<file path="src/rtl/etapa_fetch.sv">
// Instruction-fetch stage: owns the PC, fetches over a REQ/ACK handshake, latches and
// splits the instruction word, and computes the next PC once the current one has executed.
//
//   state   | meaning
//   --------+------------------------------------------------------------
//   S_REQ   | IMEM_REQ high, waiting for IMEM_ACK; timeout counter runs
//   S_ISSUE | INSTR valid to control unit, waiting for EXEC_DONE
//   S_FAULT | trap latched (fetch timeout or misaligned target), held until RST
module etapa_fetch #(
    parameter logic [31:0] RESET_PC    = 32'h0000_0000,
    parameter int unsigned ACK_TIMEOUT = 15
) (
    input  logic        CLK,
    input  logic        RST,
    output logic [31:0] IMEM_ADDR,
    output logic        IMEM_REQ,
    input  logic        IMEM_ACK,
    input  logic [31:0] IMEM_DATA,
    output logic [31:0] INSTR,
    output logic [6:0]  opcode,
    output logic [2:0]  funct3,
    output logic        funct7,
    output logic [4:0]  rd,
    output logic [4:0]  rs1,
    output logic [4:0]  rs2,
    output logic        INSTR_VALID,
    input  logic        EXEC_DONE,
    input  logic        PC_SRC,
    input  logic        JALR,
    input  logic [31:0] IMM,
    input  logic [31:0] RS1_VAL,
    output logic [31:0] PC,
    output logic [31:0] PC_PLUS4,
    output logic        TRAP,
    output logic [1:0]  TRAP_CAUSE
);

    typedef enum logic [1:0] {
        S_REQ   = 2'd0,
        S_ISSUE = 2'd1,
        S_FAULT = 2'd2
    } state_t;

    localparam logic [7:0] CNT_LAST    = 8'(ACK_TIMEOUT - 1);
    localparam logic [1:0] CAUSE_NONE  = 2'b00;
    localparam logic [1:0] CAUSE_TMO   = 2'b01;
    localparam logic [1:0] CAUSE_ALIGN = 2'b10;

    state_t      state_q, state_d;
    logic [31:0] pc_q, pc_d;
    logic [31:0] instr_q, instr_d;
    logic [7:0]  cnt_q, cnt_d;
    logic [1:0]  cause_q, cause_d;
    logic        started_q;
    logic [31:0] pc_plus4;
    logic [31:0] target;

    assign pc_plus4 = pc_q + 32'd4;

    // started_q keeps the request low for the first cycle after reset release.
    always_ff @(posedge CLK or posedge RST) begin
        if (RST) begin
            state_q   <= S_REQ;
            pc_q      <= RESET_PC;
            instr_q   <= 32'h0;
            cnt_q     <= 8'h0;
            cause_q   <= CAUSE_NONE;
            started_q <= 1'b0;
        end else begin
            state_q   <= state_d;
            pc_q      <= pc_d;
            instr_q   <= instr_d;
            cnt_q     <= cnt_d;
            cause_q   <= cause_d;
            started_q <= 1'b1;
        end
    end

    always_comb begin
        if (JALR) begin
            target = (RS1_VAL + IMM) & ~32'h1;
        end else if (PC_SRC) begin
            target = pc_q + IMM;
        end else begin
            target = pc_plus4;
        end
    end

    always_comb begin
        state_d = state_q;
        pc_d    = pc_q;
        instr_d = instr_q;
        cnt_d   = cnt_q;
        cause_d = cause_q;
        case (state_q)
            S_REQ: begin
                if (started_q) begin
                    if (IMEM_ACK) begin
                        instr_d = IMEM_DATA;
                        cnt_d   = 8'h0;
                        state_d = S_ISSUE;
                    end else if (cnt_q == CNT_LAST) begin
                        cause_d = CAUSE_TMO;
                        state_d = S_FAULT;
                    end else begin
                        cnt_d = cnt_q + 8'd1;
                    end
                end
            end
            S_ISSUE: begin
                if (EXEC_DONE) begin
                    if (target[1]) begin
                        cause_d = CAUSE_ALIGN;
                        state_d = S_FAULT;
                    end else begin
                        pc_d    = target;
                        state_d = S_REQ;
                    end
                end
            end
            S_FAULT: begin
                state_d = S_FAULT;
            end
            default: begin
                state_d = S_FAULT;
            end
        endcase
    end

    assign IMEM_ADDR   = pc_q;
    assign IMEM_REQ    = (state_q == S_REQ) && started_q;
    assign INSTR_VALID = (state_q == S_ISSUE);
    assign TRAP        = (state_q == S_FAULT);
    assign TRAP_CAUSE  = cause_q;
    assign PC          = pc_q;
    assign PC_PLUS4    = pc_plus4;
    assign INSTR       = instr_q;
    assign opcode      = instr_q[6:0];
    assign funct3      = instr_q[14:12];
    assign funct7      = instr_q[30];
    assign rd          = instr_q[11:7];
    assign rs1         = instr_q[19:15];
    assign rs2         = instr_q[24:20];

endmodule

</file>
<file path="config.mk">
export PLATFORM = sky130hd
export DESIGN_NAME = etapa_fetch
export DESIGN_NICKNAME = d
export VERILOG_FILES = /design/src/rtl/etapa_fetch.sv
export SDC_FILE = /design/constraint.sdc
export NUM_CORES = 1
export LEC_CHECK = 0
export BUFFER_PORTS_ARGS = -buffer_cell sky130_fd_sc_hd__clkbuf_2
export CORE_ASPECT_RATIO = 0.9
export CORE_MARGIN = 5
export CORE_UTILIZATION = 37
export DETAILED_ROUTE_END_ITERATION = 16
export PLACE_DENSITY = 0.67
export SYNTH_ARGS = -nofsm -noshare
export SYNTH_HDL_FRONTEND = slang
export SYNTH_SLANG_ARGS = --single-unit
</file>
<file path="constraint.sdc">
create_clock -name CLK -period 3.8 [get_ports CLK]
set_input_delay 0.57 -clock CLK [delete_from_list [all_inputs] [get_ports CLK]]
set_output_delay 0.57 -clock CLK [all_outputs]
set_load 0.02 [all_outputs]
</file>
==> results of run 1 <==
-- path summary, 6_finish.rpt --
path / startpoint / endpoint / slack (ns) / depth (start not counted)
max reg2reg: IMEM_ADDR[0] / IMEM_ADDR[26] / 0.70 / 11
min reg2reg: INSTR[26] / INSTR[26] / 0.51 / 1
max: IMEM_ADDR[4] / PC_PLUS4[17] / 0.32 / 7
max in group asynchronous: RST / IMEM_ADDR[21] / 2.48 / 3
min in group CLK: IMEM_DATA[6] / INSTR[6] / 0.46 / 2
min: RST / INSTR[8] / 0.25 / 2
-- layer usage --
metal	vias to the layer above	GRT usage (%)	wire length [um]
met5	-	0	0
met3	31	4.38	2200
met4	0	6.04	498
met1	3581	27.5	11400
li1	3657	-	-
met2	348	33.2	11300
-- through the flow --
step / hold slack, ns / std cells / setup slack, ns
2_1_floorplan: 0.501 / 919 / 1.02
3_3_place_gp: 0.490 / 1382 / 0.545
3_5_place_dp: 0.497 / 1382 / 0.499
4_1_cts: 0.262 / 1396 / 0.368
5_1_grt: 0.304 / 1396 / 0.141
6_report: 0.252 / 1396 / 0.315
-- cell type report --
| cell class | count | area, sq um | area share [%] |
|---|---|---|---|
| Multi-Input combinational cell | 727 | 5200 | 56.4 |
| Timing Repair Buffer | 268 | 1370 | 14.8 |
| Clock inverter | 5 | 78.8 | 0.854 |
| Clock buffer | 9 | 225 | 2.44 |
| Inverter | 25 | 95.1 | 1.03 |
| Sequential cell | 76 | 1900 | 20.6 |
| Tap cell | 286 | 358 | 3.88 |
-- cells by family (layout without fill, tap and decap cells) --
family | after synthesis | after routing | share of synthesized area, %
compound gates | 266 | 266 | 23.6
simple gates | 265 | 265 | 16.7
buf+inv | 116 | 307 | 9.37
xor+xnor | 83 | 83 | 9.29
flops | 76 | 76 | 24.3
fa+ha+maj | 65 | 65 | 10.5
mux | 44 | 44 | 6.19
other cells | 2 | 4 | 0.0959
-- cells in the final DEF (no fill, tap or decap), types with 13 or more instances in the layout --
master | synthesis | routed
dfrtp_1 | 76 | 76
o21ai_1 | 13 | 13
xnor2_1 | 58 | 58
nor2_1 | 72 | 72
inv_1 | 25 | 24
nand4_1 | 16 | 16
a21o_1 | 26 | 26
mux2_2 | 34 | 34
a21oi_1 | 76 | 76
nand2_1 | 77 | 77
o21ai_0 | 44 | 44
ha_1 | 64 | 64
clkbuf_2 | 0 | 257
nand3_1 | 26 | 26
xor2_1 | 25 | 25
-- sequential cells by signal, indices dropped and copies added, names as in the netlist --
register / cells
state_q: 2
INSTR: 32
started_q: 1
TRAP_CAUSE: 2
cnt_q: 8
IMEM_ADDR: 31
-- worst reg2reg max path, delay by kind of cell (launching register included) --
kind,cells,cell delay [ns]
XOR/XNOR,1,0.09
adder cells (fa/ha/maj),2,0.50
AO/OA/AOI/OAI,8,1.94
flip-flops,1,0.45
-- power groups by stage --
stage	sequential (mW)	clock, mW	combinational [mW]
final	1.68	0.927	4.63
after global routing	1.75	0.976	5.00
after CTS	1.68	0.953	4.64
after detailed placement	1.69	0	4.62
after global placement	1.68	0	4.60
after floorplan	1.95	0	3.27
==> summary.md, run 1 <==
| Metric | Value |
|---|---|
| Via count | `between 7000 and 8000` |
| Dpl hpwl | `20700 um` |
| CP Class | `flip-flop to primary output` |
| Final weighted congestion in routability-driven placement | `0.919` |
| Slew HR | `between 50% and 60%` |
| First-pass GRT wire length | `39600 um` |
| Hold_buf cts | `0` |
| Status | `finished clean` |
| Slowest stage delay, CP | `0.56 ns` |
| I/O Pins | `261` |
| DP Area | `8920 sq um` |
| CTS sink count | `between 70 and 80` |
| Crit path launch type | `flip-flop` |
| Fin util | `44.3%` |
| Core area | `roughly 21000 sq um` |
| Antenna Nets Post-Route | `0` |
| Initial antenna violation count | `0` |
| Share of cells above drive strength 1 | `31.7%` |
| Worst vdd ir | `~0.34 mV` |
| Sequential share of the synthesized area | `between 20 and 25%` |
| Die H | `148 um` |
| Asr flop ratio synth | `100%` |
| Synth Warn # | `0` |
| Comb pwr share | `roughly 64%` |
| Minimum clock period | `roughly 3.5 ns` |
| Final hold vios | `0` |
| Post-Syn Area | `7830 sq um` |
| WL final | `25500 um` |
| Min-delay worst type | `input port to async pin` |
| CP required | `3.23 ns` |
| Top FF cell, synth | `dfrtp_1` |
| Post CTS Setup Buffer Count | `0` |
| Count of final setup violators | `0` |
| Max-slew violations | `0` |
| Net Sw Frac | `51.8%` |
| Mean routed wirelength per cell | `18.2 um` |
| Synth area leaders | `dfrtp_1 (24%), ha_1 (10%), xnor2_1 (6.5%), buf_4 (5.8%), mux2_2 (4.9%)` |
| Cell Int Power | `3.49 mW` |
| PortBufs | `257` |
| Worst Setup End Kind | `primary output` |
| Setup TNS | `0 ns` |
| Leak Pwr | `4.44 nW` |
| Filler Cell Count | `between 2000 and 2500` |
| Commonest cells post-synth | `nand2_1 (77), a21oi_1 (76), dfrtp_1 (76), nor2_1 (72), ha_1 (64)` |
| Area share of the largest cell type after synthesis | `24.3%` |
| Unrepaired setup endpoints after global routing | `no` |
| Clk buf depth | `2` |
| Psw | `3.75 mW` |
| Max Cap Viol | `0` |
| Most common cell in the netlist | `nand2_1` |
| Post-Syn Instances | `917` |
| Post-synth EDFFs | `0` |
| CP Max Fanout | `9` |
| Cell taking the most area after synthesis | `dfrtp_1` |
| Grt ovf | `0` |
| Total Routing Usage GR | `20.5%` |
| WP data arrival | `between 2 and 3 ns` |
| DR vias/cell | `around 5.5` |
| Unique masters post-synth | `87` |
| Die area | `24200 sq um` |
| H-tree depth | `3` |
| Clk_lat worst skew | `roughly 0.34 ns` |
| Die width | `163 um` |
| Ant. Diodes | `0` |
| Final total power | `between 7 and 8 mW` |
| Total Nets Final | `~1300` |
| Inserted Clock Buffers | `9` |
| Clock share of power | `12.8%` |
| Pre-Repair DR Iteration Count | `5` |
| Critical path cell sequence | `and3_1, and4_1, nand4_1, nor2_1, nand3_1, xnor2_1, clkbuf_2` |
| Post-CTS Resized | `0` |
| Worst-Margin Slew | `0.671 ns` |
| Period utilisation layout | `about nine tenths` |
| Clock slew at reported path FFs | `0.06 ns` |
| Clock skew | `0.00728 ns` |
| Synth-to-layout area growth | `17.9%` |
| Pin count of the biggest net entering global routing | `44` |
| Initial Util | `37.6%` |
| Core Rows | `50` |
| Critical path buffer and inverter count | `1` |
| Clock root cell | `clkbuf_16` |
| CTS tree | `done` |
| Top Family by Delay on Critical Path | `simple AND/OR/NAND/NOR gates` |
| Post-route cell area | `9230 sq um` |
| Initial DRC count | `545` |
| Synthesized area per cell | `about 8.5 sq um` |
| Flop pwr share | `between 20% and 30%` |
| Pwr/cell area | `784 nW/um^2` |
| Max Freq | `287 MHz` |
| DRC viols | `0` |
| Number of global-route vias before repair | `7291` |
| #FFs+latches synth | `76` |
| Crit path max-delay cell type | `dfrtp_1` |
Note: power is estimated with default switching activity, not from simulation.
==> inputs of run 2 (changes only) <==
--- a/config.mk
+++ b/config.mk
@@ -10,7 +10,7 @@
 export CORE_MARGIN = 5
 export CORE_UTILIZATION = 37
 export DETAILED_ROUTE_END_ITERATION = 16
-export PLACE_DENSITY = 0.67
+export PLACE_DENSITY = 0.61
 export SYNTH_ARGS = -nofsm -noshare
 export SYNTH_HDL_FRONTEND = slang
 export SYNTH_SLANG_ARGS = --single-unit
==> summary.md, run 2 (synthesis gave the netlist of run 1 again) <==
| Metric | Value |
|---|---|
| Status | `finished clean` |
| Worst r2r path cells | `11` |
| Minimum clock period | `roughly 3.4 ns` |
| Worst Setup EP | `PC_PLUS4[17]` |
| Total Nets Final | `1274` |
| Initial DRC count | `467` |
| Pre-CTS worst setup slack | `0.490 ns` |
| WL final | `25200 um` |
| Setup TNS | `0 ns` |
| Critical Path Stages | `7` |
| FF-to-FF Start | `IMEM_ADDR[0]` |
| Mean routed wirelength per cell | `approximately 18 um` |
| Most frequent cells in the layout | `clkbuf_2 (257), nand2_1 (77), dfrtp_1 (76), a21oi_1 (76), nor2_1 (72)` |
| Die area | `24200 sq um` |
| CP Class | `flip-flop to primary output` |
| Core area | `20800 sq um` |
| Die width | `163 um` |
| Clock share of power | `14.2%` |
| Unrepaired setup endpoints after global routing | `no` |
| Final weighted congestion in routability-driven placement | `0.902` |
| Dpl hpwl | `20400 um` |
| Number of global-route vias before repair | `6944` |
| Pin count of the biggest net entering global routing | `41` |
| Total Routing Usage GR | `19.9%` |
| Clock slew at reported path FFs | `0.06 ns` |
| Commonest non-fill, non-tap cell in the layout | `clkbuf_2` |
| Count of final setup violators | `0` |
| Slowest stage delay, CP | `0.52 ns` |
| Final hold vios | `0` |
| Grt ovf | `0` |
| Clk_lat worst skew | `0.35 ns` |
| WHS | `0.266 ns` |
| Initial antenna violation count | `0` |
| Final setup margin | `around 0.4 ns` |
| First-pass GRT wire length | `38100 um` |
| Worst-Margin Slew | `0.613 ns` |
| Hold_buf cts | `0` |
| Critical path cell sequence | `and3_1, and4_1, nand4_1, nor2_1, nand3_1, xnor2_1, clkbuf_2` |
| PortBufs | `257` |
| Share of cells above drive strength 1 | `31.8%` |
| Comb pwr share | `62.9%` |
| Worst Setup End Kind | `primary output` |
| Via count | `7422` |
| Top Family by Delay on Critical Path | `simple AND/OR/NAND/NOR gates` |
| Ant. Diodes | `0` |
| Clock skew | `between 0.01 and 0.015 ns` |
| Flop pwr share | `22.9%` |
| Crit path max-delay cell type | `dfrtp_1` |
| Reg-to-reg endpoint | `IMEM_ADDR[26]` |
| Min-delay worst type | `input port to async pin` |
| Initial Util | `approximately 38%` |
| WP data arrival | `2.84 ns` |
| Worst vdd ir | `0.321 mV` |
| Net Sw Frac | `about half` |
| Synth-to-layout area growth | `18.4%` |
| Post-CTS Resized | `0` |
| CP Max Fanout | `9` |
| H-tree depth | `3` |
| Core Rows | `50` |
| Final total power | `7.33 mW` |
| Worst setup path start | `IMEM_ADDR[4]` |
| Crit path launch type | `flip-flop` |
| DRC viols | `0` |
| Pwr/cell area | `790 nW/um^2` |
| R2R Setup Slk | `0.64 ns` |
| Slew HR | `59.1%` |
| Period utilisation layout | `between 80% and 90%` |
| Max-slew violations | `0` |
| Critical path buffer and inverter count | `1` |
| CTS sink count | `76` |
| CP required | `3.23 ns` |
| Inserted Clock Buffers | `9` |
| I/O Pins | `261` |
| Antenna Nets Post-Route | `0` |
| Post CTS Setup Buffer Count | `0` |
| DR vias/cell | `5.31` |
| Max Cap Viol | `0` |
| CTS tree | `done` |
| Clock root cell | `clkbuf_16` |
| Max reg flops | `32` |
| Clk buf depth | `2` |
| Post-Place Cells | `1382` |
| Pre-Repair DR Iteration Count | `5` |
| Max Freq | `294 MHz` |
| Final Non-Filler Cells | `approximately 1400` |
| Psw | `3.77 mW` |
| Die H | `148 um` |
| Cell Int Power | `3.56 mW` |
| Leak Pwr | `~4.5 nW` |
[run 2: layout make-up]
class,count,area (sq um)
Fill cell,2168,11600
Multi-Input combinational cell,727,5200
Sequential cell,76,1900
Timing Repair Buffer,268,1370
Tap cell,286,358
Clock buffer,9,225
Clock inverter,7,123
Inverter,25,95.1
[run 2: power groups by stage]
stage / registers [mW] / clock network (mW) / logic (mW)
after floorplan: 1.95 / 0 / 3.27
after global placement: 1.69 / 0 / 4.59
after detailed placement: 1.70 / 0 / 4.62
after CTS: 1.69 / 1.05 / 4.64
after global routing: 1.76 / 1.09 / 4.98
final: 1.68 / 1.04 / 4.61
[run 2: how the worst min path moves through the flow]
stage | start | to | slack [ns]
floorplan | cnt_q[1] | cnt_q[1] | 0.50
global placement | INSTR[27] | INSTR[27] | 0.49
detailed placement | INSTR[27] | INSTR[27] | 0.49
CTS | RST | INSTR[21] | 0.28
global route | RST | INSTR[12] | 0.32
finish | RST | INSTR[2] | 0.27
[run 2: stage by stage]
| step | instance area, sq um | utilization, % |
|---|---|---|
| 3_3_place_gp | 8920 | 42.8 |
| 2_1_floorplan | 7840 | - |
| 5_1_grt | 9270 | 44.5 |
| 3_5_place_dp | 8920 | 42.8 |
| 6_report | 9270 | 44.5 |
| 4_1_cts | 9270 | 44.5 |
[run 2: routing by layer]
metal	vias to the layer above	part of all wire [%]	global-route usage [%]
li1	3673	-	-
met1	3444	46	27.4
met2	282	46	32.7
met3	23	7.1	3.26
met4	0	1.4	4.91
met5	-	0	0
